[src/rtl/kl_req_arbiter_if.sv]
// Bus bundle for the KLink request arbiter: N upstream master ports on one
// side and a single downstream KLink request/response port on the other.
interface kl_req_arbiter_if #(
  parameter int N = 4
);
  // Upstream masters, packed with master i in slice i
  logic [N*32-1:0] m_req_addr;
  logic [N-1:0]    m_req_wen;
  logic [N*64-1:0] m_req_wdata;
  logic [N*8-1:0]  m_req_wmask;
  logic [N*3-1:0]  m_req_size;
  logic [N-1:0]    m_req_valid;
  logic [N-1:0]    m_req_ready;
  logic [63:0]     m_resp_rdata;
  logic            m_resp_ren;
  logic [2:0]      m_resp_size;
  logic [N-1:0]    m_resp_valid;
  logic [N-1:0]    m_resp_ready;

  // Shared downstream KLink port
  logic [31:0]     kl_req_addr;
  logic            kl_req_wen;
  logic [63:0]     kl_req_wdata;
  logic [7:0]      kl_req_wmask;
  logic [2:0]      kl_req_size;
  logic [4:0]      kl_req_srcid;
  logic            kl_req_valid;
  logic            kl_req_ready;
  logic [63:0]     kl_resp_rdata;
  logic            kl_resp_ren;
  logic [2:0]      kl_resp_size;
  logic [4:0]      kl_resp_dstid;
  logic            kl_resp_valid;
  logic            kl_resp_ready;

  // The arbiter itself: serves the upstream masters and drives the
  // downstream request port.
  modport slave (
    input  m_req_addr, m_req_wen, m_req_wdata, m_req_wmask, m_req_size,
    input  m_req_valid,
    output m_req_ready,
    output m_resp_rdata, m_resp_ren, m_resp_size, m_resp_valid,
    input  m_resp_ready,
    output kl_req_addr, kl_req_wen, kl_req_wdata, kl_req_wmask, kl_req_size,
    output kl_req_srcid, kl_req_valid,
    input  kl_req_ready,
    input  kl_resp_rdata, kl_resp_ren, kl_resp_size, kl_resp_dstid, kl_resp_valid,
    output kl_resp_ready
  );

  // The surroundings: upstream masters plus the downstream KLink target.
  modport master (
    output m_req_addr, m_req_wen, m_req_wdata, m_req_wmask, m_req_size,
    output m_req_valid,
    input  m_req_ready,
    input  m_resp_rdata, m_resp_ren, m_resp_size, m_resp_valid,
    output m_resp_ready,
    input  kl_req_addr, kl_req_wen, kl_req_wdata, kl_req_wmask, kl_req_size,
    input  kl_req_srcid, kl_req_valid,
    output kl_req_ready,
    output kl_resp_rdata, kl_resp_ren, kl_resp_size, kl_resp_dstid, kl_resp_valid,
    input  kl_resp_ready
  );
endinterface

[src/rtl/kl_req_arbiter.sv]
// KLink request arbiter: shares one downstream KLink port among N masters.
// Requests are picked round-robin, tagged with a source ID and pushed through
// one output register. Responses are steered back by their destination ID.
// A per-master outstanding counter keeps a master from flooding the response
// side; a master at its limit simply drops out of arbitration.
module kl_req_arbiter #(
  parameter int         N          = 4,
  parameter logic [4:0] SRCID_BASE = 5'd0,
  parameter int         MAX_OUT    = 4
) (
  input  logic             clk,
  input  logic             rst,
  kl_req_arbiter_if.slave  bus,
  output logic             err_dstid
);

  localparam int IW = $clog2(N);
  localparam int CW = 4;

  logic [N-1:0]    eligible;
  logic [IW-1:0]   rr_ptr;
  logic            grant_valid;
  logic [IW-1:0]   grant_idx;
  logic            load_en;
  logic [N-1:0]    req_ready;
  logic            req_accept;
  logic [CW-1:0]   out_cnt [N];
  logic [N-1:0]    cnt_inc;
  logic [N-1:0]    cnt_dec;

  logic [4:0]      resp_idx;
  logic            resp_mapped;
  logic [IW-1:0]   resp_sel;
  logic [N-1:0]    resp_valid;
  logic            resp_ready;
  logic            resp_hs;

  // Index arithmetic modulo N, used by both the search and the pointer update.
  function automatic logic [IW-1:0] wrap_add(input logic [IW-1:0] base, input int offset);
    int sum;
    sum = int'(base) + offset;
    if (sum >= N) sum = sum - N;
    return IW'(sum);
  endfunction

  // A master may compete only while it has room for another outstanding request.
  always_comb begin
    eligible = '0;
    for (int i = 0; i < N; i++) begin
      eligible[i] = bus.m_req_valid[i] && (out_cnt[i] < CW'(MAX_OUT));
    end
  end

  // Round-robin search starting at rr_ptr; the first eligible master wins.
  always_comb begin
    grant_valid = 1'b0;
    grant_idx   = '0;
    for (int k = 0; k < N; k++) begin
      if (!grant_valid && eligible[wrap_add(rr_ptr, k)]) begin
        grant_valid = 1'b1;
        grant_idx   = wrap_add(rr_ptr, k);
      end
    end
  end

  assign load_en = !bus.kl_req_valid || bus.kl_req_ready;

  // Ready goes only to the winner and only when the output register can take
  // a new entry; held low while reset is asserted.
  always_comb begin
    req_ready = '0;
    if (rst && load_en && grant_valid) begin
      req_ready[grant_idx] = 1'b1;
    end
  end

  assign bus.m_req_ready = req_ready;
  assign req_accept      = |req_ready;

  // Output register: captures the winner's request and advances the pointer
  // past it; drains to invalid when downstream accepts and nobody is waiting.
  always_ff @(posedge clk or negedge rst) begin
    if (!rst) begin
      bus.kl_req_valid <= 1'b0;
      bus.kl_req_addr  <= '0;
      bus.kl_req_wen   <= 1'b0;
      bus.kl_req_wdata <= '0;
      bus.kl_req_wmask <= '0;
      bus.kl_req_size  <= '0;
      bus.kl_req_srcid <= '0;
      rr_ptr           <= '0;
    end else if (load_en) begin
      if (req_accept) begin
        bus.kl_req_valid <= 1'b1;
        bus.kl_req_addr  <= bus.m_req_addr[int'(grant_idx)*32 +: 32];
        bus.kl_req_wen   <= bus.m_req_wen[grant_idx];
        bus.kl_req_wdata <= bus.m_req_wdata[int'(grant_idx)*64 +: 64];
        bus.kl_req_wmask <= bus.m_req_wmask[int'(grant_idx)*8 +: 8];
        bus.kl_req_size  <= bus.m_req_size[int'(grant_idx)*3 +: 3];
        bus.kl_req_srcid <= SRCID_BASE + 5'(grant_idx);
        rr_ptr           <= wrap_add(grant_idx, 1);
      end else begin
        bus.kl_req_valid <= 1'b0;
      end
    end
  end

  // A destination ID below the base wraps to a value of at least 32-SRCID_BASE,
  // which is never below N, so the range compare also covers underflow.
  assign resp_idx    = bus.kl_resp_dstid - SRCID_BASE;
  assign resp_mapped = (bus.kl_resp_dstid >= SRCID_BASE) && (resp_idx < 5'(N));
  assign resp_sel    = resp_idx[IW-1:0];

  // Steer the response to its owner; unmapped responses are swallowed so the
  // downstream port never stalls on a bad tag.
  always_comb begin
    resp_valid = '0;
    resp_ready = 1'b1;
    if (resp_mapped) begin
      resp_valid[resp_sel] = bus.kl_resp_valid;
      resp_ready           = bus.m_resp_ready[resp_sel];
    end
  end

  assign bus.m_resp_valid  = resp_valid;
  assign bus.kl_resp_ready = resp_ready;
  assign bus.m_resp_rdata  = bus.kl_resp_rdata;
  assign bus.m_resp_ren    = bus.kl_resp_ren;
  assign bus.m_resp_size   = bus.kl_resp_size;
  assign resp_hs           = bus.kl_resp_valid && resp_ready;

  // Flag a dropped response for one cycle after its handshake.
  always_ff @(posedge clk or negedge rst) begin
    if (!rst) begin
      err_dstid <= 1'b0;
    end else begin
      err_dstid <= resp_hs && !resp_mapped;
    end
  end

  // Per-master accept and retire events feeding the outstanding counters.
  always_comb begin
    cnt_inc = req_ready;
    cnt_dec = '0;
    if (resp_hs && resp_mapped) begin
      cnt_dec[resp_sel] = 1'b1;
    end
  end

  // Outstanding counters: accept and retire in the same cycle cancel, and a
  // stray response at zero leaves the counter at zero.
  always_ff @(posedge clk or negedge rst) begin
    if (!rst) begin
      for (int i = 0; i < N; i++) begin
        out_cnt[i] <= '0;
      end
    end else begin
      for (int i = 0; i < N; i++) begin
        if (cnt_inc[i] && !cnt_dec[i]) begin
          out_cnt[i] <= out_cnt[i] + CW'(1);
        end else if (cnt_dec[i] && !cnt_inc[i] && (out_cnt[i] != '0)) begin
          out_cnt[i] <= out_cnt[i] - CW'(1);
        end
      end
    end
  end

endmodule

[src/flat_wrapper.sv]
// flat-port wrapper written by rule: the top's interface ports become plain ports
module kl_req_arbiter_flat 
#(
  parameter int         N          = 4,
  parameter logic [4:0] SRCID_BASE = 5'd0,
  parameter int         MAX_OUT    = 4
)
  (clk, rst, err_dstid, bus_m_req_addr, bus_m_req_wen, bus_m_req_wdata, bus_m_req_wmask, bus_m_req_size, bus_m_req_valid, bus_m_req_ready, bus_m_resp_rdata, bus_m_resp_ren, bus_m_resp_size, bus_m_resp_valid, bus_m_resp_ready, bus_kl_req_addr, bus_kl_req_wen, bus_kl_req_wdata, bus_kl_req_wmask, bus_kl_req_size, bus_kl_req_srcid, bus_kl_req_valid, bus_kl_req_ready, bus_kl_resp_rdata, bus_kl_resp_ren, bus_kl_resp_size, bus_kl_resp_dstid, bus_kl_resp_valid, bus_kl_resp_ready);
  kl_req_arbiter_if #(.N(N)) bus_i ();
  input  logic clk;
  input  logic rst;
  output logic err_dstid;
  input wire logic [$bits(bus_i.m_req_addr)-1:0] bus_m_req_addr;
  input wire logic [$bits(bus_i.m_req_wen)-1:0] bus_m_req_wen;
  input wire logic [$bits(bus_i.m_req_wdata)-1:0] bus_m_req_wdata;
  input wire logic [$bits(bus_i.m_req_wmask)-1:0] bus_m_req_wmask;
  input wire logic [$bits(bus_i.m_req_size)-1:0] bus_m_req_size;
  input wire logic [$bits(bus_i.m_req_valid)-1:0] bus_m_req_valid;
  output wire logic [$bits(bus_i.m_req_ready)-1:0] bus_m_req_ready;
  output wire logic [$bits(bus_i.m_resp_rdata)-1:0] bus_m_resp_rdata;
  output wire logic [$bits(bus_i.m_resp_ren)-1:0] bus_m_resp_ren;
  output wire logic [$bits(bus_i.m_resp_size)-1:0] bus_m_resp_size;
  output wire logic [$bits(bus_i.m_resp_valid)-1:0] bus_m_resp_valid;
  input wire logic [$bits(bus_i.m_resp_ready)-1:0] bus_m_resp_ready;
  output wire logic [$bits(bus_i.kl_req_addr)-1:0] bus_kl_req_addr;
  output wire logic [$bits(bus_i.kl_req_wen)-1:0] bus_kl_req_wen;
  output wire logic [$bits(bus_i.kl_req_wdata)-1:0] bus_kl_req_wdata;
  output wire logic [$bits(bus_i.kl_req_wmask)-1:0] bus_kl_req_wmask;
  output wire logic [$bits(bus_i.kl_req_size)-1:0] bus_kl_req_size;
  output wire logic [$bits(bus_i.kl_req_srcid)-1:0] bus_kl_req_srcid;
  output wire logic [$bits(bus_i.kl_req_valid)-1:0] bus_kl_req_valid;
  input wire logic [$bits(bus_i.kl_req_ready)-1:0] bus_kl_req_ready;
  input wire logic [$bits(bus_i.kl_resp_rdata)-1:0] bus_kl_resp_rdata;
  input wire logic [$bits(bus_i.kl_resp_ren)-1:0] bus_kl_resp_ren;
  input wire logic [$bits(bus_i.kl_resp_size)-1:0] bus_kl_resp_size;
  input wire logic [$bits(bus_i.kl_resp_dstid)-1:0] bus_kl_resp_dstid;
  input wire logic [$bits(bus_i.kl_resp_valid)-1:0] bus_kl_resp_valid;
  output wire logic [$bits(bus_i.kl_resp_ready)-1:0] bus_kl_resp_ready;
  assign bus_i.m_req_addr = bus_m_req_addr;
  assign bus_i.m_req_wen = bus_m_req_wen;
  assign bus_i.m_req_wdata = bus_m_req_wdata;
  assign bus_i.m_req_wmask = bus_m_req_wmask;
  assign bus_i.m_req_size = bus_m_req_size;
  assign bus_i.m_req_valid = bus_m_req_valid;
  assign bus_m_req_ready = bus_i.m_req_ready;
  assign bus_m_resp_rdata = bus_i.m_resp_rdata;
  assign bus_m_resp_ren = bus_i.m_resp_ren;
  assign bus_m_resp_size = bus_i.m_resp_size;
  assign bus_m_resp_valid = bus_i.m_resp_valid;
  assign bus_i.m_resp_ready = bus_m_resp_ready;
  assign bus_kl_req_addr = bus_i.kl_req_addr;
  assign bus_kl_req_wen = bus_i.kl_req_wen;
  assign bus_kl_req_wdata = bus_i.kl_req_wdata;
  assign bus_kl_req_wmask = bus_i.kl_req_wmask;
  assign bus_kl_req_size = bus_i.kl_req_size;
  assign bus_kl_req_srcid = bus_i.kl_req_srcid;
  assign bus_kl_req_valid = bus_i.kl_req_valid;
  assign bus_i.kl_req_ready = bus_kl_req_ready;
  assign bus_i.kl_resp_rdata = bus_kl_resp_rdata;
  assign bus_i.kl_resp_ren = bus_kl_resp_ren;
  assign bus_i.kl_resp_size = bus_kl_resp_size;
  assign bus_i.kl_resp_dstid = bus_kl_resp_dstid;
  assign bus_i.kl_resp_valid = bus_kl_resp_valid;
  assign bus_kl_resp_ready = bus_i.kl_resp_ready;
  kl_req_arbiter #(.N(N), .SRCID_BASE(SRCID_BASE), .MAX_OUT(MAX_OUT)) u_core (.clk(clk), .rst(rst), .bus(bus_i), .err_dstid(err_dstid));
endmodule
[config.mk]
export PLATFORM = sky130hd
export DESIGN_NAME = kl_req_arbiter_flat
export DESIGN_NICKNAME = d
export VERILOG_FILES = /design/src/rtl/kl_req_arbiter_if.sv /design/src/rtl/kl_req_arbiter.sv /design/src/flat_wrapper.sv
export SDC_FILE = /design/constraint.sdc
export NUM_CORES = 1
export LEC_CHECK = 0
export CAP_MARGIN = 5
export CORE_AREA = 3 3 273 275
export CTS_BUF_LIST = sky130_fd_sc_hd__clkbuf_2
export DETAILED_ROUTE_END_ITERATION = 6
export DIE_AREA = 0 0 276 278
export PLACE_DENSITY_LB_ADDON = 0.05
export REMOVE_ABC_BUFFERS = 1
export SETUP_SLACK_MARGIN = 0.4
export SLEW_MARGIN = 25
export SYNTH_ARGS = -nofsm -noshare
export SYNTH_HDL_FRONTEND = slang
export SYNTH_SLANG_ARGS = --single-unit
[constraint.sdc]
create_clock -name clk -period 7.2 [get_ports clk]
set_input_delay 1.8 -clock clk [delete_from_list [all_inputs] [get_ports clk]]
set_output_delay 1.8 -clock clk [all_outputs]
set_load 0.005 [all_outputs]
==> summary.md <==
| Metric | Value |
|---|---|
| Synth cell types | 54 |
| # fillers | 8007 |
| DRT iter0 DRCs | 396 |
| Total wire length | 58900 µm |
| Crit path buffers/inverters | 2 |
| Gr ovfl total | 0 |
| Row count | 99 |
| CP Data Required Time | 5.40 ns |
| RSZ-0062 raised after global routing | false |
| Synthesized instance count | 919 |
| Max FO, Critical Path | 6 |
| Clock sinks | 130 |
| EDFF count, synth | 0 |
| DRT antenna net count | 0 |
| Final Hold Viols | 0 |
| Achievable frequency | 172 MHz |
| Fin crit share | 80.5% |
| Postcts setup bufs | 0 |
| Inserted Clock Buffers | 17 |
| Critical path capture point type | output pin |
| Clk buf depth | 2 |
| Pwr per Cell Area | 309 mW/mm² |
| Largest net degree at the start of global routing | 113 |
| Syn_area_per_cell | 9.41 µm² |
| First-pass GRT wire length | 82300 µm |
| HPWL Detailed | 43200 µm |
| Total of max-cap violations | 0 |
| Insertion delay to the later sink of the worst-skew pair | 0.97 ns |
| TritonCTS clock tree | built |
| Detail-routed via count per cell | 3.96 |
| Port Buffers | 569 |
| Initial Util | 11.9% |
| #FFs+latches synth | 130 |
| Multi-input gate area | 0.00450 mm² |
| Root Buffer | clkbuf_2 |
| Hold-fix buffers at CTS | 0 |
| Worst setup SP type | input pin |
| Final setup viols | 0 |
| Routed wire per std cell | 25.0 µm |
| FF-to-FF setup slack | 3.53 ns |
| Max Slew Vio Count | 0 |
| Tightest Pin Transition | 0.964 ns |
| Vias | 9327 |
| GRT Total Usage | 15.0% |
| Crit Path Class | input pin to output pin |
| First drt pass iteration count | 5 |
| Core Region | 0.0726 mm² |
| Hold/Removal Path Class | flip-flop to flip-flop |
| IO Count | 709 |
| DRC Markers | 0 |
| Critical-path cell with the highest stage delay | clkdlybuf4s50_1 |
| Most area-consuming cells after synthesis | dfrtp_1 (38%), a221oi_1 (7.6%), buf_4 (6.3%), mux2i_1 (5.8%), nand2_1 (5.1%) |
| Crit path top cell by count | clkdlybuf4s50_1 |
| Dominant synthesized flop cell | dfrtp_1 |
| Crit-path max cell delay | 0.62 ns |
| Largest delay share family, worst path | buffers and inverters |
| Headroom to the max-slew limit | 35.7% |
| Ratio of cells with drive above 1 in the final layout | 7.20% |
| Top cell type's share of synthesized area | 37.6% |
| Initial antenna violation count | 9 |
| Die area | 0.0767 mm² |
| Mapped cell area | 0.00865 mm² |
| WP data arrival | 4.00 ns |
| H-tree levels | 4 |
| Clock Skew | 0.0833 ns |
| Post-synthesis sequential area ratio | 37.6% |
| Vias in the first global route | 10200 |
| Status | complete, no violations |
| Yosys warns | 0 |
| Growth of design area from synthesis to finish | 74.5% |
| Min Tclk post-route | 5.80 ns |
| # resized after CTS | 0 |
| Max VDD drop | 0.168 mV |
| Die W | 276 µm |
| Chain of cells forming the critical path | clkdlybuf4s50_1, or3b_1, a21boi_0, o22ai_1, and3_2, clkdlybuf4s50_1 |
| Worst-path clk slew | 0.22 ns |
| Routability cong. | 0.736 |
| Nets | 1906 |
| Asr flop ratio synth | 100% |
| Setup tns final | 0 ns |
| Worst hold margin | 0.513 ns |
| Die Ht | 278 µm |
| Pwr Total | 4.67 mW |
| Sequential cell area | 0.00325 mm² |
| Static Leakage | 5.77 nW |
| Area leader, netlist | dfrtp_1 |
[cell usage in the layout, fill, tap and decap left out, drive strengths merged, types with 5 or more instances in the layout]
cell type and n:
a221o 33, o22a 35, xor2 8, diode 6, ha 8, o21ai 50, clkbuf 19, nor3b 5
a221oi 75, buf 18, nor2 36, and3 49, mux2 37, dfrtp 130, a21oi 75, clkinv 7
a21o 5, mux2i 50, and2 5, clkdlybuf4s50 568, nand2 117
[routing by layer]
metal  routed length [µm]  vias up  track usage, %
li1                     -     4295               -
met1                24000     4512            17.3
met2                28000      472            24.7
met3                 6180       36            7.82
met4                  478       12            2.84
met5                  242        -            2.20
[report_power, final]
part / switching (mW) / leakage (nW) / internal [mW]
Sequential: 0.262 / 1.55 / 1.06
Combinational: 1.41 / 4.07 / 1.40
Clock: 0.355 / 0.145 / 0.191
Total: 2.02 / 5.77 / 2.65
[final timing paths]
check	from	end	cells past startpoint
worst max-delay path	bus_m_req_valid[2]	bus_m_req_ready[0]	6
worst min-delay path	u_core.bus.kl_req_srcid[1]	u_core.bus.kl_req_srcid[1]	2
worst max register to register	u_core.out_cnt[6]	u_core.out_cnt[15]	12
worst min register to register	u_core.bus.kl_req_srcid[1]	u_core.bus.kl_req_srcid[1]	2
max in group asynchronous	rst	u_core.err_dstid	2
min in group asynchronous	rst	u_core.bus.kl_req_addr[9]	1
[Yosys cell counts, types with 2 or more instances]
cell type / count
nand2_1: 117
a21o_1: 5
dfrtp_1: 130
o21a_1: 2
and3_1: 49
nor3_1: 3
xnor2_1: 2
or4_1: 2
nor3b_1: 4
a221o_1: 33
mux2i_1: 50
buf_6: 12
a211o_1: 2
mux2_2: 37
or3b_1: 2
or3b_2: 2
a221oi_1: 75
a21oi_1: 75
inv_1: 4
ha_1: 8
and2_1: 5
xor2_1: 8
o22a_1: 35
clkbuf_1: 50
o21ai_1: 44
buf_2: 14
nor4_1: 3
nand3_1: 4
buf_4: 73
o22ai_1: 3
nor2_1: 36
fa_1: 4
o21ai_0: 5
[metrics by stage]
| stage | setup WS (ns) | util, % | std cells | area [µm²] |
|---|---|---|---|---|
| 4_1_cts | 1.32 | 20.8 | 2348 | 15100 |
| 2_1_floorplan | -1.34 | - | 772 | 7720 |
| 6_report | 1.40 | 20.8 | 2354 | 15100 |
| 3_5_place_dp | 1.33 | 20.4 | 2317 | 14800 |
| 3_3_place_gp | 1.33 | 20.4 | 2317 | 14800 |
| 5_1_grt | 1.25 | 20.8 | 2350 | 15100 |
[worst min-delay path, delay by kind of cell (launching register included)]
family / cells / cell delay, ns
simple gates: 1 / 0.04
compound gates: 1 / 0.06
flops: 1 / 0.40
[final cells by class]
cell class | instances | share of cell area [%]
flip-flops and latches | 130 | 21.6
clock inverters | 12 | 0.937
diodes | 6 | 0.0995
well taps | 959 | 7.95
repair buffers | 586 | 38.9
clock buffers | 19 | 0.630
inverters | 4 | 0.0995
multi-input cells | 638 | 29.8
[kinds of logic after synthesis]
family	after synthesis	share of synthesized area (%)
flip-flops	130	37.6
AO/OA/AOI/OAI	292	24.7
adder cells (fa/ha/maj)	12	2.08
XOR/XNOR	10	1.01
buffers and inverters	153	11.1
multiplexers	88	10.9
AND/OR/NAND/NOR	233	12.7
other	1	0.0433
[state kept, by name, indices dropped and copies added, names as in the netlist]
register and flops:
u_core.rr_ptr 2, u_core.bus.kl_req_valid 1, u_core.bus.kl_req_size 3, u_core.bus.kl_req_wen 1
u_core.out_cnt 16, u_core.bus.kl_req_wmask 8, u_core.err_dstid 1, u_core.bus.kl_req_srcid 2
u_core.bus.kl_req_addr 32, u_core.bus.kl_req_wdata 64
Note: power is estimated with default switching activity, not from simulation.
